<file path="src/rtl/step_sched_pkg.sv">
// step_sched_pkg: shared channel state encoding and channel count for the
// step scheduler.
package step_sched_pkg;

  typedef enum logic [1:0] {
    IDLE   = 2'd0,
    ACTIVE = 2'd1,
    DONE   = 2'd2
  } ch_state_t;

  localparam int NUM_CH = 2;

endpackage

</file>
<file path="src/rtl/step_scheduler_tick_prescaler.sv">
// tick_prescaler: shared step-rate divider. Counts only while some channel
// is ACTIVE and fires one tick every period+1 cycles. The >= compare makes
// a period lowered mid-count wrap on the next cycle instead of running on
// to the counter's overflow.
module tick_prescaler #(
  parameter int DIV_W = 16
) (
  input  logic             clk,
  input  logic             rst,
  input  logic             run,
  input  logic [DIV_W-1:0] period,
  output logic             tick
);

  logic [DIV_W-1:0] cnt;

  assign tick = run & (cnt >= period);

  // Count while running, restart on each tick, hold at zero when idle.
  always_ff @(posedge clk or posedge rst) begin
    if (rst) begin
      cnt <= '0;
    end else if (!run || tick) begin
      cnt <= '0;
    end else begin
      cnt <= cnt + DIV_W'(1);
    end
  end

endmodule

</file>
<file path="src/rtl/step_scheduler.sv">
// step_scheduler: turns per-channel step requests into paced single-cycle
// ena strobes for the X/Y triangle generators. One shared tick is granted
// round-robin when both channels are ACTIVE.
// Optional feature macro: STEP_SCHEDULER_ABORT_EN adds the abort[1:0] input.
//
// state  | meaning
// IDLE   | ready for a request; req_ready high
// ACTIVE | steps outstanding; waits for a granted tick
// DONE   | one-cycle finish marker; done high
module step_scheduler
  import step_sched_pkg::*;
#(
  parameter int N     = 8,
  parameter int DIV_W = 16
) (
  input  logic             clk,
  input  logic             rst,
  input  logic [DIV_W-1:0] period,
  input  logic [1:0]       req_valid,
  output logic [1:0]       req_ready,
  input  logic [N-1:0]     req0_count,
  input  logic [N-1:0]     req1_count,
`ifdef STEP_SCHEDULER_ABORT_EN
  input  logic [1:0]       abort,
`endif
  output logic [1:0]       ena,
  output logic [1:0]       busy,
  output logic [1:0]       done
);

  ch_state_t        state     [NUM_CH];
  ch_state_t        state_nxt [NUM_CH];
  logic [N-1:0]     remaining     [NUM_CH];
  logic [N-1:0]     remaining_nxt [NUM_CH];
  logic [N-1:0]     req_count [NUM_CH];
  logic [1:0]       active;
  logic [1:0]       grant;
  logic [1:0]       abort_act;
  logic [1:0]       ena_nxt;
  logic             any_active;
  logic             tick;
  logic             rr;
  logic             rr_nxt;

  assign req_count[0] = req0_count;
  assign req_count[1] = req1_count;
  assign any_active   = |active;

`ifdef STEP_SCHEDULER_ABORT_EN
  assign abort_act = abort & active;
`else
  assign abort_act = 2'b00;
`endif

  tick_prescaler #(.DIV_W(DIV_W)) u_prescaler (
    .clk    (clk),
    .rst    (rst),
    .run    (any_active),
    .period (period),
    .tick   (tick)
  );

  // Status decode straight from channel state.
  always_comb begin
    active    = 2'b00;
    req_ready = 2'b00;
    busy      = 2'b00;
    done      = 2'b00;
    for (int i = 0; i < NUM_CH; i++) begin
      active[i]    = (state[i] == ACTIVE);
      req_ready[i] = (state[i] == IDLE);
      busy[i]      = (state[i] != IDLE);
      done[i]      = (state[i] == DONE);
    end
  end

  // Tick arbitration; an aborted grant still consumes the tick and moves rr.
  always_comb begin
    grant = 2'b00;
    if (tick) begin
      if (active == 2'b11) begin
        grant[rr] = 1'b1;
      end else begin
        grant = active;
      end
    end
    rr_nxt = (|grant) ? ~rr : rr;
  end

  // Per-channel next-state, step countdown and strobe decode.
  always_comb begin
    ena_nxt = 2'b00;
    for (int i = 0; i < NUM_CH; i++) begin
      state_nxt[i]     = state[i];
      remaining_nxt[i] = remaining[i];
      case (state[i])
        IDLE: begin
          if (req_valid[i]) begin
            remaining_nxt[i] = req_count[i];
            state_nxt[i]     = (req_count[i] == '0) ? DONE : ACTIVE;
          end
        end
        ACTIVE: begin
          if (abort_act[i]) begin
            state_nxt[i] = IDLE;
          end else if (grant[i]) begin
            ena_nxt[i]       = 1'b1;
            remaining_nxt[i] = remaining[i] - N'(1);
            if (remaining[i] == N'(1)) begin
              state_nxt[i] = DONE;
            end
          end
        end
        DONE:    state_nxt[i] = IDLE;
        default: state_nxt[i] = IDLE;
      endcase
    end
  end

  // State, countdown, round-robin pointer and registered strobes.
  always_ff @(posedge clk or posedge rst) begin
    if (rst) begin
      for (int i = 0; i < NUM_CH; i++) begin
        state[i]     <= IDLE;
        remaining[i] <= '0;
      end
      rr  <= 1'b0;
      ena <= 2'b00;
    end else begin
      for (int i = 0; i < NUM_CH; i++) begin
        state[i]     <= state_nxt[i];
        remaining[i] <= remaining_nxt[i];
      end
      rr  <= rr_nxt;
      ena <= ena_nxt;
    end
  end

endmodule
</file>
<file path="config.mk">
export PLATFORM = sky130hd
export DESIGN_NAME = step_scheduler
export DESIGN_NICKNAME = d
export VERILOG_FILES = /design/src/rtl/step_sched_pkg.sv /design/src/rtl/step_scheduler_tick_prescaler.sv /design/src/rtl/step_scheduler.sv
export SDC_FILE = /design/constraint.sdc
export NUM_CORES = 1
export LEC_CHECK = 0
export ABC_AREA = 1
export ABC_CLOCK_PERIOD_IN_PS = 1820
export CORE_MARGIN = 4
export CORE_UTILIZATION = 35
export CTS_CLUSTER_DIAMETER = 200
export DETAILED_ROUTE_END_ITERATION = 8
export PLACE_DENSITY_LB_ADDON = 0.1
export SLEW_MARGIN = 20
export SYNTH_ARGS = -nofsm -noshare
export SYNTH_HDL_FRONTEND = slang
export SYNTH_SLANG_ARGS = --single-unit
</file>
<file path="constraint.sdc">
create_clock -name clk -period 1.82 [get_ports clk]
set_input_delay 0.273 -clock clk [delete_from_list [all_inputs] [get_ports clk]]
set_output_delay 0.273 -clock clk [all_outputs]
set_load 0.05 [all_outputs]
</file>
======== Word level (Yosys, flattened, before mapping) ========
Index checks and enable logic that the tools add are counted.
storage, ports and cells
  flip-flop bits (word level) ............. 39
  bits of input ports ..................... 36
  logic and storage cells ................. 70
operators by class
  $add $sub $neg .......................... 3
  $lt $le $gt $ge ......................... 3
  eq/ne operators ......................... 13
  multiplexer cells ....................... 25
  bitwise operators ....................... 2
  reductions and logical operators ........ 17
operators by type and width
  cell                     count
  $mux W8                  4
  $pmux W8 S2              2
  $mux W2                  10
  $add A16 B1 Y16 const B  1
  $eq A8 B1 Y1 const B     2
  $ge A16 B16 Y1           1
  $logic_not A8 Y1         2
  $mux W16                 1
  $sub A8 B1 Y8 const B    2
  $reduce_and A3 Y1        4
  $ne A2 B1 Y1 const B     4
  $pmux W2 S2              2
  $reduce_bool A2 Y1       4
  $eq A2 B2 Y1 const B     3
  $mux W1                  5
  $eq A2 B1 Y1 const B     2
  $logic_not A2 Y1         2
  $ne A2 B2 Y1 const B     2
  $reduce_or A2 Y1         2
  $lt A1 B2 Y1 const B     1
  $and A1 B1 Y1            1
  $demux W1 S1             1
  $ge A1 B1 Y1 const B     1
  $logic_and A1 B1 Y1      1
  3 further kinds          3

======== Logic depth before layout (Yosys ltp) ========
  word-level depth ........................ 8
  gate-level depth with buffers ........... 16
  mapped depth without buffers ............ 16

======== Cells and area by module ========
A second synthesis with hierarchy kept.
second synthesis, totals
  cells, all modules ...................... 412
  area total of the unflattened synthesis .. 2895.3 um^2
modules (own cells, without submodules)
  module          instances  cells each  area each (um^2)  sequential area each (um^2)
  step_scheduler  1          249         1619.1            575.6
  tick_prescaler  1          163         1276.2            400.4

======== Worst setup path before layout ========
Ideal clock, no wire load.
  kind .................................... reg2reg
  start point ............................. register state[2] (netlist bit)
  end point ............................... register remaining[8] (netlist bit)
  library setup time ...................... 0.065 ns
  arrival time ............................ 1.962 ns
  required time ........................... 1.755 ns
  slack ................................... -0.207 ns
  stages on the path, launching flop included .. 8
  path buffers ............................ 1
  cell sequence ........................... dfrtp_1 -> nor2_2 -> inv_1 -> or2_1 -> buf_2 -> nand2_4 -> nand2_1 -> nand2_1
between the ends
  elaborated cells between the ends (all ways) .. 12
RTL lines
  item                                                                        RTL line               text
  start: declaration                                                          step_scheduler.sv:31   ch_state_t state [NUM_CH];
  start signal: indexed assignment                                            step_scheduler.sv:131  state[i] <= state_nxt[i];
  $logic_not A2 Y1 (*)                                                        -
  net req_ready[0]                                                            step_scheduler.sv:20   output logic [1:0] req_ready,
  $ne A2 B2 Y1 (no source line) / $reduce_bool A2 Y1 (equally long branches)  -
  $reduce_and A3 Y1 (no source line)                                          -
  end signal: indexed assignment                                              step_scheduler.sv:132  remaining[i] <= remaining_nxt[i];
  end: declaration                                                            step_scheduler.sv:33   logic [N-1:0] remaining [NUM_CH];
Mark *: on every way through the listed nets, which the timed path passes. The rest lies on a longest branch.
A chain may end at the register's enable or synchronous reset.

======== Worst setup path in the final report ========
  start point ............................. input port period[15]
  end point ............................... register remaining[9] (netlist bit)
between the ends
  longest elaborated chain between the ends .. 5
ends and longest elaborated chain
  item                                RTL line                             text
  start: declaration                  step_scheduler.sv:18                 input logic [DIV_W-1:0] period,
  $ge A16 B16 Y1                      step_scheduler_tick_prescaler.sv:17  assign tick = run & (cnt >= period);
  $and A1 B1 Y1                       step_scheduler_tick_prescaler.sv:17
  $mux W2                             step_scheduler.sv:80                 if (tick) begin
  $ne A2 B1 Y1 (no source line)       -
  $reduce_and A3 Y1 (no source line)  -
No other way between the ends.

==> flow_summary.toml <==
[status]
status = "finished clean"

[setup_path]
cp_max_fo = 8
crit_chain = "clkdlybuf4s50_1 > inv_1 > ha_1 > nand2_1 > o21ai_1 > a21oi_2 > buf_6 > nand2_4 > nand2_4 > nand2_8 > nand2_8 > nand2_2 > nand2_1"
critPathRequiredTime_ns = 2.00
worst_setup_path_start_kind = "primary input"
slowest_delay_ns = 0.45
crit_family = "buffers and inverters"
cp_slowest_cell = "clkdlybuf4s50_1"
critPathBufInv = 3
cp.arrival_ns = 2.00
end_kind = "register"
critical_path_class = "in2reg"

[global_route]
grt_pass1_wl_um = 11670
gr-usage-all-layers_pct = 14.72
grt_max_degree = 40
overflow = 0
antenna_found_initial = 0
grt_pass1_vias = 2605

[placement]
gp_congestion = 0.8335
placed_cells = 532
hpwl_um = 4927
port-buffer-count = 43

[sta]
clock_skew_ns = 0.004414
hold_viol_final = 0
fin_crit_ns = 1.814
whs_ns = 0.3284
fmaxAchievable_mhz = 551.3
slew_viol_final = 0
worst_slew_pin_slew_ns = 0.4964
setup_viol_count_final = 0
fin_crit_sh_pct = 99.66
slew_headroom_pct = 66.81
rsz0062_at_grt = "true"

[detailed_routing]
drtIter0Drc = 57
viasPerCell = 4.690
ant_nets = 0
drcViolationCount = 0
num_vias = 2570
dr.pass1.iters = 4
wirelength_um = 6632
routedWlPerCell_um = 12.10

[clocking]
cts_root_buffer = "clkbuf_8"
clkLatencyLatePin_ns = 0.29
h-tree-depth = 2
clkTransAtPathRegs_ns = 0.08
cts.sinks = 39
numCtsBuffers = 5
cts_tree = "yes"
cts_buffer_depth = 2
holdBufCountCts = 0

[final_layout]
fillers = 785
area_growth_pct = 40.30
drive_gt1_share_pct = 22.20
fin_util_pct = 50.15
final_cells = 548
n_antenna_cell = 0
nNetsFinal = 502

[synthesis]
synthArstFlopShare_pct = 100.0
synth_cells = 369
yosys_warnings = 0
syn_avg_cell_area_um2 = 7.446
synth-main-ff-cell = "dfrtp_1"
synth_top_area_share_pct = 35.52
synth_edf_count = 0
ys_ff_latch = 39
syn_area_um2 = 2748
synth_area_leaders = "dfrtp_1, nand2_1, ha_1, inv_1, nor2_1"
yosysTopAreaCell = "dfrtp_1"
yosysMostFrequentCell = "nand2_1"
synth_commonest_cells = "nand2_1, inv_1, nor2_1, dfrtp_1, ha_1"
yosysSeqAreaShare_pct = 35.52
yosysUniqueCellTypes = 34
syn_nets = 426

[power_and_ir_drop]
ir_worst_vdd_mv = 0.9096
total_power_uw = 4912
p_leak_uw = 0.001848
power.density_nw_per_um2 = 1274

[job]
maxCapViolations = 0

[die]
start_util_pct = 35.74
die_area_um2 = 9332
die_x_um = 96.60
die_h_um = 96.60
core_area_um2 = 7687
io_pins = 44
rows = 32

[worst_hold_path]
hp-class = "in2async"
worst register-to-register path: cells and delay by family, from the launching register on:
family / cells / cell delay (ns)
simple gates: 8 / 0.49
buf+inv: 2 / 0.34
compound gates: 1 / 0.13
fa+ha+maj: 1 / 0.30
flops: 1 / 0.43
cells in the final DEF, fill, tap and decap left out, types with 4 or more instances in the layout:
master | netlist | layout
xnor2_1 | 4 | 4
inv_1 | 52 | 49
clkbuf_8 | 0 | 5
nand2_2 | 6 | 9
nand2_4 | 4 | 6
inv_2 | 3 | 6
nand3_1 | 20 | 18
nand4_1 | 9 | 9
nor2_2 | 2 | 6
a31oi_1 | 7 | 7
ha_1 | 21 | 14
buf_4 | 0 | 30
xor2_1 | 8 | 8
clkdlybuf4s50_1 | 0 | 34
nor3_1 | 10 | 8
ha_4 | 0 | 7
a21oi_1 | 11 | 9
dfrtp_1 | 39 | 39
nor2_1 | 48 | 43
o21ai_0 | 16 | 15
nand2_1 | 80 | 74
o21ai_2 | 7 | 7
routing by layer:
metal / vias to the layer above / track usage, % / part of all wire (%) / wire (µm)
met1: 1163 / 19.16 / 47 / 3114
met3: 7 / 3.028 / 3.9 / 260
li1: 1351 / - / - / -
met5: - / 0 / 0 / 0
met4: 0 / 3.996 / 0.95 / 63
met2: 49 / 24.79 / 48 / 3193
registers in the layout, indices dropped and copies added (netlist names):
signal,flops
u_prescaler.cnt,16
remaining,16
rr,1
state,4
ena,2
timing repair:
| action | in CTS | in global routing |
|---|---|---|
| gates resized for setup | 15 | 26 |
| buffers inserted | 2 | 4 |
| setup endpoints to repair | 28 | 34 |
| pin swaps | 11 | 15 |
| cloned | 2 | 0 |
power by group:
group,leakage (µW),total (µW),internal (µW),switching [µW]
Clock,0.0000654,867,548,319
Sequential,0.000505,1390,1110,279
Combinational,0.00128,2650,1040,1610
path summary, 6_finish.rpt:
| kind | start | to | slack (ns) | cells after the start |
|---|---|---|---|---|
| min in group clk | req_valid[0] | state[2]$_DFFE_PP0P_ | 0.56 | 3 |
| max reg2reg | u_prescaler.cnt[3]$_DFF_PP0_ | u_prescaler.cnt[3]$_DFF_PP0_ | 0.04 | 12 |
| min reg2reg | remaining[15]$_DFFE_PP0P_ | remaining[15]$_DFFE_PP0P_ | 0.56 | 2 |
| max | period[15] | remaining[9]$_DFFE_PP0P_ | 0.006 | 13 |
| min | rst | u_prescaler.cnt[1]$_DFF_PP0_ | 0.33 | 3 |
| max in group asynchronous | rst | ena[0]$_DFF_PP0_ | 1.30 | 3 |
area by class of cell:
cell class / instances / area, µm² / share of cell area, %
sequential: 39 / 975.9 / 25.32
clock inverter: 2 / 60.06 / 1.558
inverter: 56 / 212.7 / 5.518
clock buffer: 6 / 72.57 / 1.883
multi-input combinational: 271 / 1740 / 45.15
tap: 102 / 127.6 / 3.311
timing repair buffer: 72 / 665.6 / 17.27
metrics by stage:
| stage | setup TNS, ns | setup WS [ns] | instance area (µm²) |
|---|---|---|---|
| finish | 0 | 0.006199 | 3855 |
| floorplan | 0 | 0.04276 | 2755 |
| global route | -1.756 | -0.1045 | 3855 |
| detailed placement | -13.66 | -0.4510 | 3457 |
| CTS | -0.2016 | -0.03422 | 3681 |
| global placement | -12.59 | -0.4051 | 3457 |
cell families after synthesis:
kind of cell / after synthesis / synth area share, %
xor+xnor: 12 / 3.825
buf+inv: 61 / 9.153
flops: 39 / 35.52
compound gates: 49 / 10.97
simple gates: 187 / 30.97
fa+ha+maj: 21 / 9.563
Note: power is estimated with default switching activity, not from simulation.
